==> src/rtl/qspi_seq_ctrl.sv <==
// QSPI master sequencer: one cmd/addr/dummy/data transaction per start pulse, SPI mode 0,
// single or quad lines, SCLK half-period timed by a down-counter on clk_i.
//
// state     | meaning
// IDLE      | waiting for start_i; descriptor latched on start
// CSN_SETUP | chip select low for one half-period before the first SCLK
// CMD       | command bits
// ADDR      | address bits
// DUMMY     | dummy SCLK cycles
// WDATA     | write data, words pulled with tx_valid_i/tx_ready_o
// RDATA     | read data, words pushed with rx_valid_o
// CSN_HOLD  | chip select low for one half-period after the last falling edge
// EOT       | chip select high, end-of-transfer pulse
module qspi_seq_ctrl #(
    parameter int DIV_W = 8,
    parameter int LEN_W = 16
) (
    input  logic             clk_i,
    input  logic             rstn_i,
    input  logic             start_i,
    input  logic             rw_i,
    input  logic             quad_i,
    input  logic [1:0]       csn_sel_i,
    input  logic [DIV_W-1:0] clk_div_i,
    input  logic [31:0]      cmd_i,
    input  logic [5:0]       cmd_len_i,
    input  logic [31:0]      addr_i,
    input  logic [5:0]       addr_len_i,
    input  logic [7:0]       dummy_i,
    input  logic [LEN_W-1:0] data_len_i,
    input  logic [31:0]      tx_data_i,
    input  logic             tx_valid_i,
    output logic             tx_ready_o,
    output logic [31:0]      rx_data_o,
    output logic             rx_valid_o,
    output logic             busy_o,
    output logic             eot_o,
    output logic             spi_clk_o,
    output logic             spi_csn0_o,
    output logic             spi_csn1_o,
    output logic             spi_csn2_o,
    output logic             spi_csn3_o,
    output logic             spi_sdo0_o,
    output logic             spi_sdo1_o,
    output logic             spi_sdo2_o,
    output logic             spi_sdo3_o,
    output logic             spi_oe0_o,
    output logic             spi_oe1_o,
    output logic             spi_oe2_o,
    output logic             spi_oe3_o,
    input  logic             spi_sdi0_i,
    input  logic             spi_sdi1_i,
    input  logic             spi_sdi2_i,
    input  logic             spi_sdi3_i
);
    typedef enum logic [3:0] {
        IDLE, CSN_SETUP, CMD, ADDR, DUMMY, WDATA, RDATA, CSN_HOLD, EOT
    } state_t;

    state_t           state, state_nxt;
    state_t           after_setup, after_cmd, after_addr, after_dummy;
    logic             rw_q, quad_q, need_word, sclk;
    logic [1:0]       csn_sel_q;
    logic [DIV_W-1:0] div_q, div_cnt;
    logic [31:0]      cmd_q, addr_q, tx_sh, rx_sh, rx_nxt, word_mask;
    logic [5:0]       cmd_len_q, addr_len_q, cmd_len_c, addr_len_c, word_bits, step6;
    logic [7:0]       dummy_q;
    logic [LEN_W-1:0] data_len_q, len_left, step;
    logic             tick, run, in_phase, rise, fall, last, csn_act;
    logic [3:0]       sdo, oe;

    assign cmd_len_c  = (cmd_len_i  > 6'd32) ? 6'd32 : cmd_len_i;
    assign addr_len_c = (addr_len_i > 6'd32) ? 6'd32 : addr_len_i;

    assign in_phase = (state == CMD) || (state == ADDR) || (state == DUMMY) ||
                      (state == WDATA) || (state == RDATA);
    assign tick  = (div_cnt == '0);
    assign run   = !((state == WDATA) && need_word);
    assign rise  = in_phase && tick && run && !sclk;
    assign fall  = in_phase && tick && run && sclk;
    assign step6 = (quad_q && (state != DUMMY)) ? 6'd4 : 6'd1;
    assign step  = LEN_W'(step6);
    assign last  = (len_left <= step);
    assign rx_nxt = quad_q ? {rx_sh[27:0], spi_sdi3_i, spi_sdi2_i, spi_sdi1_i, spi_sdi0_i}
                           : {rx_sh[30:0], spi_sdi1_i};
    // Bits past the end of a short final word go out as zeros.
    assign word_mask = (len_left >= LEN_W'(32)) ? 32'hFFFF_FFFF
                                                : ~(32'hFFFF_FFFF >> len_left[5:0]);

    assign after_dummy = (data_len_q != '0) ? (rw_q ? RDATA : WDATA) : CSN_HOLD;
    assign after_addr  = (dummy_q    != '0) ? DUMMY : after_dummy;
    assign after_cmd   = (addr_len_q != '0) ? ADDR  : after_addr;
    assign after_setup = (cmd_len_q  != '0) ? CMD   : after_cmd;

    always_ff @(posedge clk_i or negedge rstn_i) begin
        if (!rstn_i) state <= IDLE;
        else         state <= state_nxt;
    end

    always_comb begin
        state_nxt = state;
        case (state)
            IDLE:      if (start_i) state_nxt = CSN_SETUP;
            CSN_SETUP: if (tick) state_nxt = after_setup;
            CMD:       if (fall && last) state_nxt = after_cmd;
            ADDR:      if (fall && last) state_nxt = after_addr;
            DUMMY:     if (fall && last) state_nxt = after_dummy;
            WDATA,
            RDATA:     if (fall && last) state_nxt = CSN_HOLD;
            CSN_HOLD:  if (tick) state_nxt = EOT;
            EOT:       state_nxt = IDLE;
            default:   state_nxt = IDLE;
        endcase
    end

    always_comb begin
        csn_act    = 1'b0;
        oe         = 4'h0;
        sdo        = 4'h0;
        busy_o     = (state != IDLE) && (state != EOT);
        eot_o      = (state == EOT);
        tx_ready_o = (state == WDATA) && need_word && tx_valid_i;
        case (state)
            CSN_SETUP, CSN_HOLD: csn_act = 1'b1;
            CMD, ADDR, WDATA: begin
                csn_act = 1'b1;
                if (quad_q) begin
                    oe  = 4'hF;
                    sdo = tx_sh[31:28];
                end else begin
                    oe  = 4'h1;
                    sdo = {3'b000, tx_sh[31]};
                end
            end
            DUMMY, RDATA: begin
                csn_act = 1'b1;
                oe      = quad_q ? 4'h0 : 4'h1;
            end
            default: ;
        endcase
    end

    assign spi_clk_o  = sclk;
    assign spi_csn0_o = !(csn_act && (csn_sel_q == 2'd0));
    assign spi_csn1_o = !(csn_act && (csn_sel_q == 2'd1));
    assign spi_csn2_o = !(csn_act && (csn_sel_q == 2'd2));
    assign spi_csn3_o = !(csn_act && (csn_sel_q == 2'd3));
    assign {spi_sdo3_o, spi_sdo2_o, spi_sdo1_o, spi_sdo0_o} = sdo;
    assign {spi_oe3_o, spi_oe2_o, spi_oe1_o, spi_oe0_o}     = oe;

    always_ff @(posedge clk_i or negedge rstn_i) begin
        if (!rstn_i) begin
            rw_q <= 1'b0; quad_q <= 1'b0; csn_sel_q <= '0; div_q <= '0; div_cnt <= '0;
            cmd_q <= '0; addr_q <= '0; cmd_len_q <= '0; addr_len_q <= '0; dummy_q <= '0;
            data_len_q <= '0; len_left <= '0; tx_sh <= '0; rx_sh <= '0; word_bits <= '0;
            need_word <= 1'b0; sclk <= 1'b0; rx_data_o <= '0; rx_valid_o <= 1'b0;
        end else begin
            rx_valid_o <= 1'b0;
            if (!tick)                  div_cnt <= div_cnt - DIV_W'(1);
            else if (run || tx_ready_o) div_cnt <= div_q;
            if (rise || fall) sclk <= !sclk;

            if (state == IDLE && start_i) begin
                rw_q       <= rw_i;
                quad_q     <= quad_i;
                csn_sel_q  <= csn_sel_i;
                div_q      <= clk_div_i;
                div_cnt    <= clk_div_i;
                cmd_len_q  <= cmd_len_c;
                addr_len_q <= addr_len_c;
                cmd_q      <= cmd_i  & ~(32'hFFFF_FFFF >> cmd_len_c);
                addr_q     <= addr_i & ~(32'hFFFF_FFFF >> addr_len_c);
                dummy_q    <= dummy_i;
                data_len_q <= data_len_i;
            end

            if (state_nxt != state) begin
                case (state_nxt)
                    CMD:   begin tx_sh <= cmd_q;  len_left <= LEN_W'(cmd_len_q);  end
                    ADDR:  begin tx_sh <= addr_q; len_left <= LEN_W'(addr_len_q); end
                    DUMMY: begin tx_sh <= '0;     len_left <= LEN_W'(dummy_q);    end
                    WDATA: begin
                        tx_sh <= '0; len_left <= data_len_q; need_word <= 1'b1; word_bits <= '0;
                    end
                    RDATA: begin rx_sh <= '0; len_left <= data_len_q; word_bits <= '0; end
                    default: ;
                endcase
            end else begin
                if (fall) begin
                    tx_sh    <= tx_sh << step6;
                    len_left <= len_left - step;
                    if (state == WDATA) begin
                        if (word_bits + step6 == 6'd32) begin
                            need_word <= 1'b1;
                            word_bits <= '0;
                        end else begin
                            word_bits <= word_bits + step6;
                        end
                    end
                end
                if (rise && state == RDATA) begin
                    if ((word_bits + step6 == 6'd32) || last) begin
                        rx_data_o  <= rx_nxt;
                        rx_valid_o <= 1'b1;
                        rx_sh      <= '0;
                        word_bits  <= '0;
                    end else begin
                        rx_sh     <= rx_nxt;
                        word_bits <= word_bits + step6;
                    end
                end
                if (tx_ready_o) begin
                    tx_sh     <= tx_data_i & word_mask;
                    need_word <= 1'b0;
                end
            end
        end
    end
endmodule

==> config.mk <==
export PLATFORM = sky130hd
export DESIGN_NAME = qspi_seq_ctrl
export DESIGN_NICKNAME = d
export VERILOG_FILES = /design/src/rtl/qspi_seq_ctrl.sv
export SDC_FILE = /design/constraint.sdc
export NUM_CORES = 1
export LEC_CHECK = 0
export CAP_MARGIN = 20
export CORE_MARGIN = 8
export CORE_UTILIZATION = 30
export DETAILED_ROUTE_END_ITERATION = 12
export HOLD_SLACK_MARGIN = 0.02
export SYNTH_ARGS = -nofsm -noshare
export SYNTH_HDL_FRONTEND = slang
export SYNTH_SLANG_ARGS = --single-unit
export TNS_END_PERCENT = 20
==> constraint.sdc <==
create_clock -name clk_i -period 4.9 [get_ports clk_i]
set_clock_uncertainty 0.05 [all_clocks]
set_input_delay 0.735 -clock clk_i [delete_from_list [all_inputs] [get_ports clk_i]]
set_output_delay 0.735 -clock clk_i [all_outputs]
set_load 0.005 [all_outputs]
Word-level counts from Yosys, hierarchy flattened
Index checks and enable logic that the tools add are counted.
{"block": "totals", "wordCells": 173, "memories": 0, "mem_bits_rw": 0, "reg_bits": 244, "latchBits": 0, "in_bits": 152, "output_inout_bits": 49, "rom_bits": 0}
{"block": "op_classes", "div": 0, "bitwise_logic": 7, "magnitude_cmp": 4, "mux": 54, "n_mul": 0, "n_reduce_logical": 55, "addsub": 3, "n_shift": 4, "eq_ne": 26}
{"op": "two-way mux 32 bit", "count": 5}
{"op": "two-way mux 31 bit", "count": 4}
{"op": "bitwise AND 32 bit", "count": 3}
{"op": "NOT 32 bit", "count": 3}
{"op": "case mux 32 bit (3 select lines)", "count": 1}
{"op": "right shift 32 x 6 -> 32 bit, first input constant", "count": 3}
{"op": "case mux 16 bit (4 select lines)", "count": 1}
{"op": "two-way mux 6 bit", "count": 9}
{"op": "two-way mux 4 bit", "count": 10}
{"op": "two-way mux 16 bit", "count": 2}
{"op": "left shift 32 x 3 -> 32 bit", "count": 1}
{"op": "equality test 4 x 3 -> 1 bit, second input constant", "count": 7}
{"op": "case mux 4 bit (7 select lines)", "count": 1}
{"op": "two-way mux 8 bit", "count": 3}
{"op": "equality test 4 x 2 -> 1 bit, second input constant", "count": 4}
{"op": ">= comparator 16 x 6 -> 1 bit, second input constant", "count": 1}
{"op": "less-or-equal comparator 16 x 3 -> 1 bit", "count": 1}
{"op": "nonzero test 16 bit", "count": 1}
{"op": "subtractor 16 x 3 -> 16 bit", "count": 1}
{"op": "logical AND 1 bit", "count": 15}
{"op": "nonzero test 3 bit", "count": 5}
{"op": "> comparator 6 bit, second input constant", "count": 2}
{"op": "nonzero test 6 bit", "count": 2}
{"op": "two-way mux 1 bit", "count": 11}
{"op": "33 further kinds", "count": 57}

Longest topological paths before layout
{"block": "depth", "ltp_word": 15, "mapped_depth": 18, "depth_no_buf": 14}

Least setup slack after synthesis
Ideal clock, no wire load.
{"block": "synth_timing", "path_kind": "register to register", "start": "register state[1]", "end": "register len_left[11]", "required_time_ps": 4724, "synth_period_minus_slack_ps": 3999, "path_stages_with_launch": 16, "setup_slack_ps": 901, "t_arrival_ps": 3823, "setup_time_ps": 126, "path_buffers": 3, "cell_sequence": "dfrtp_1 -> clkbuf_1 -> or4b_1 -> nand2_1 -> ha_1 -> nor2b_1 -> o22ai_1 -> nand4_1 -> o211a_1 -> or2_2 -> clkbuf_2 -> xnor2_2 -> and2_1 -> clkbuf_1 -> and3_1 -> o32a_1"}
{"block": "synth_between", "elab_chain_len": 15, "word_cells_on_any_way": 45}
{"item": "from (decl)", "line": "60", "source": "state_t state, state_nxt;"}
{"item": "from (signal assigned)", "line": "97", "source": "else state <= state_nxt;"}
{"item": "parallel branches: the longest is 15 deep, another holds less-or-equal comparator 16 x 3 -> 1 bit"}
{"item": "to (signal assigned)", "line": "179", "source": "CMD: begin tx_sh <= cmd_q; len_left <= LEN_W'(cmd_len_q); end"}
{"item": "to (signal assigned)", "line": "180", "source": "ADDR: begin tx_sh <= addr_q; len_left <= LEN_W'(addr_len_q); end"}
{"item": "to (signal assigned)", "line": "191", "source": "len_left <= len_left - step;"}
{"item": "to (decl)", "line": "68", "source": "logic [LEN_W-1:0] data_len_q, len_left, step;"}
Parallel ways; which one is timed is not known. The select of a mux whose other input is x is not followed.
A chain may end at the register's enable or synchronous reset.

Worst setup path after layout
{"block": "layout_timing", "start": "register state[1]", "end": "register tx_sh[19]"}
{"block": "layout_between", "elab_chain_len": 15, "word_cells_on_any_way": 46}
{"item": "parallel branches: the longest is 15 deep, another holds less-or-equal comparator 16 x 3 -> 1 bit"}
{"item": "to (signal assigned)", "line": "179"}
{"item": "to (signal assigned)", "line": "180"}
{"item": "to (signal assigned)", "line": "190", "source": "tx_sh <= tx_sh << step6;"}
{"item": "to (decl)", "line": "65", "source": "logic [31:0] cmd_q, addr_q, tx_sh, rx_sh, rx_nxt, word_mask;"}
Parallel ways; which one is timed is not known. The select of a mux whose other input is x is not followed.

==> metrics.md <==
| Metric | Value |
|---|---|
| Worst R2R Start | `state[1]$_DFF_PN0_` |
| Post-cts resize count | `0` |
| Synth Register Bits | `~240` |
| CTS tree | `built` |
| Worst EP arrival | `approximately 5 ns` |
| Input/output buffers | `200` |
| Hold crit path type | `input port to async pin` |
| Core area | `between 40000 and 50000 um^2` |
| Initial Utilization | `0.305` |
| Antenna viol nets, final | `0` |
| CP endpoint kind | `flop` |
| Commonest non-fill, non-tap cell in the layout | `nand2_1` |
| CP max stage cell | `or4b_1` |
| Max FO, Critical Path | `42` |
| Residual DRC | `0` |
| DR vias/cell | `5.28` |
| Syn avg cell area | `~8.6 um^2` |
| EDFF count, synth | `0` |
| Diode count | `0` |
| # H-tree levels | `1` |
| CTS clock-pin slew for the worst setup and hold paths | `roughly 0.06 ns` |
| Post-synth top area cell | `dfrtp_1` |
| Clk pwr share | `0.275` |
| Final setup violating endpoints | `0` |
| Synth async-reset ratio | `1.00` |
| Largest net degree at the start of global routing | `approximately 110` |
| Post-synthesis cell count | `between 1.5k and 2k` |
| First-pass GRT wire length | `between 70000 and 80000 um` |
| Warnings, synthesis | `0` |
| Setup crit start kind | `flop` |
| Initial antenna violation count | `0` |
| CTS Root Cell | `clkbuf_16` |
| Synth area leaders | `dfrtp_1, nand2_1, o21ai_0` |
| Slew @ Worst Pin | `around 1.1 ns` |
| Min Hold Slack | `between 0.1 and 0.15 ns` |
| WP buf/inv | `1` |
| Status | `completed` |
| Flop-to-flop setup slack | `0.29 ns` |
| Routed vias | `roughly 12k` |
| Die X | `around 230 um` |
| Most frequent cells in the layout | `nand2_1, dfrtp_1, clkdlybuf4s50_1, o21ai_0, nor2_1` |
| Total net switching power | `0.00299 W` |
| Layout cells sized above 1 | `0.0813` |
| Terminus of the critical flop-to-flop path | `tx_sh[19]$_DFFE_PN0P_` |
| Leakage power | `roughly 7 nW` |
| Critical path launch point | `state[1]$_DFF_PN0_` |
| Worst-Skew Late Latency | `roughly 0.56 ns` |
| Power Dens Cells | `between 400 and 500 nW/um^2` |
| Max incr delay on CP | `0.62 ns` |
| Final hold vios | `0` |
| Max-slew violation count | `0` |
| Yosys cell types | `82` |
| Sequential share of power | `0.387` |
| GR Overflow Total | `0` |
| Crit path cell chain | `or4b_1 -> nand2_1 -> ha_1 -> nor2b_1 -> o22ai_1 -> nand4_1 -> o31ai_1 -> o21a_1 -> nor2_2 -> buf_12 -> and2_1 -> o21ai_0 -> a31oi_1` |
| Slew HR | `0.296` |
| Die Y | `228 um` |
| Post-Syn Area | `around 14000 um^2` |
| Mapped Nets | `about 1.7k` |
| Site Rows | `just under 80` |
| Number of global-route vias before repair | `between 10k and 15k` |
| VDD IR-drop max | `0.319 mV` |
| Die area | `52100 um^2` |
| # IOs | `201` |
| Drt first pass iters | `5` |
| Top cell type's share of synthesized area | `0.452` |
| Minimum clock period | `around 4.6 ns` |
| F_max | `about 0.22 GHz` |
| Post CTS Setup Buffer Count | `0` |
| GRT Total Usage | `0.168` |
| Nets | `1885` |
| Drt total wl | `between 40000 and 50000 um` |
| Hold_buf cts | `0` |
| Final HPWL DP | `34100 um` |
| Routed len/inst | `a little under 20 um` |
| Sequential share of the synthesized area | `0.452` |
| Most common flop cell mapped by yosys | `dfrtp_1` |
| Int Power | `between 0.005 and 0.006 W` |
| Reg2Reg Depth | `13` |
| Logic pwr share | `0.338` |
| Kind of critical path | `flop to flop` |
| Sw Share | `0.373` |
| CTS Buffer Depth | `3` |
| Setup TNS | `0 ns` |
| Iter 0 DRT Violations | `between 1k and 1.5k` |
| GPL Wtd Cong | `just over 0.9` |
| Area Growth Syn to Fin | `26.1%` |
| TritonCTS buffer count | `29` |
| CP required | `5.27 ns` |
| Max Cap Viol | `0` |
| RSZ-0062 raised after global routing | `no` |
| Family with the most delay on the worst path | `simple AND/OR/NAND/NOR gates` |
| Crit share post-route | `0.941` |
| CTS sink count | `244` |
## cells by family after synthesis
group | after synthesis | synth area share
mux | 69 | 0.0557
xor+xnor | 10 | 0.00703
fa+ha+maj | 8 | 0.00740
compound gates | 458 | 0.216
simple gates | 653 | 0.217
buf+inv | 139 | 0.0456
flops | 244 | 0.452
## final cells by class
class	count	area [um^2]
Multi-Input combinational cell	1198	6820
Sequential cell	244	6110
Clock inverter	13	160
Timing Repair Buffer	233	2330
Fill cell	4547	27300
Inverter	19	71.3
Tap cell	592	741
Clock buffer	39	813
## metal layers
layer,wire (um),global-route usage,share of wire,up-vias
li1,-,-,-,5910
met1,20400,0.224,0.45,5958
met2,21500,0.274,0.47,387
met3,2420,0.0272,0.053,79
met4,1480,0.0567,0.032,0
met5,0,0,0,-
## worst reg2reg max path: cells and delay by family (launching register included)
kind	cells	cell delay, ns
compound gates	5	1.70
fa+ha+maj	1	0.34
buf+inv	1	0.22
flops	1	0.37
simple gates	6	1.80
## per-stage QoR
step                      setup slack (ns)  cells  utilization  total power [W]  area, um^2
final                                0.288   2338        0.385          0.00802       17000
after detailed placement             0.369   2286        0.363          0.00583       16100
after global routing                0.0768   2338        0.385          0.00853       17000
after CTS                            0.343   2338        0.385          0.00806       17000
after global placement               0.418   2286        0.363          0.00577       16100
after floorplan                      0.901   1581            -          0.00484       13500
## power by group through the flow
| stage | combinational [W] | clock (W) | sequential, W |
|---|---|---|---|
| 4_1_cts | 0.00271 | 0.00226 | 0.00310 |
| 2_1_floorplan | 0.00196 | 0 | 0.00289 |
| 5_1_grt | 0.00303 | 0.00233 | 0.00317 |
| 6_report | 0.00271 | 0.00221 | 0.00310 |
| 3_3_place_gp | 0.00266 | 0 | 0.00312 |
| 3_5_place_dp | 0.00270 | 0 | 0.00313 |
## cells in the mapped netlist (all sizes together) (3+ instances only)
library cell,count
nand2,350
dfrtp,244
o21ai,198
nor2,108
clkbuf,78
a21oi,56
a31oi,45
buf,42
mux2i,37
and2,36
nor3,34
mux2,32
a32oi,27
nand3,27
a21o,23
inv,18
o211ai,15
or3,15
nand2b,14
nor4,14
a22o,11
o21a,11
and3,10
ha,8
nand3b,8
nand4,8
nor2b,8
o22ai,7
o311ai,7
or2,7
a221oi,6
o31ai,6
xnor2,6
a211o,5
a211oi,5
or4,5
o31a,4
xor2,4
a32o,3
a41oi,3
and4,3
o22a,3
## flip-flops by register name (all words and copies together) (netlist names), 2 cells and up
name,cells
addr_q,32
cmd_q,32
rx_data_o,32
tx_sh,32
rx_sh,31
data_len_q,16
len_left,16
div_cnt,8
div_q,8
dummy_q,8
addr_len_q,6
cmd_len_q,6
word_bits,6
state,4
csn_sel_q,2
## worst max-delay path by stage
stage	endpoint	slack (ns)	cells past startpoint
floorplan	len_left[11]$_DFFE_PN0P_	0.90	15
global placement	len_left[11]$_DFFE_PN0P_	0.42	12
CTS	len_left[6]$_DFFE_PN0P_	0.34	13
detailed placement	len_left[11]$_DFFE_PN0P_	0.37	12
finish	tx_sh[19]$_DFFE_PN0P_	0.29	13
global route	len_left[13]$_DFFE_PN0P_	0.08	13
(Power assumes the default switching activity.)
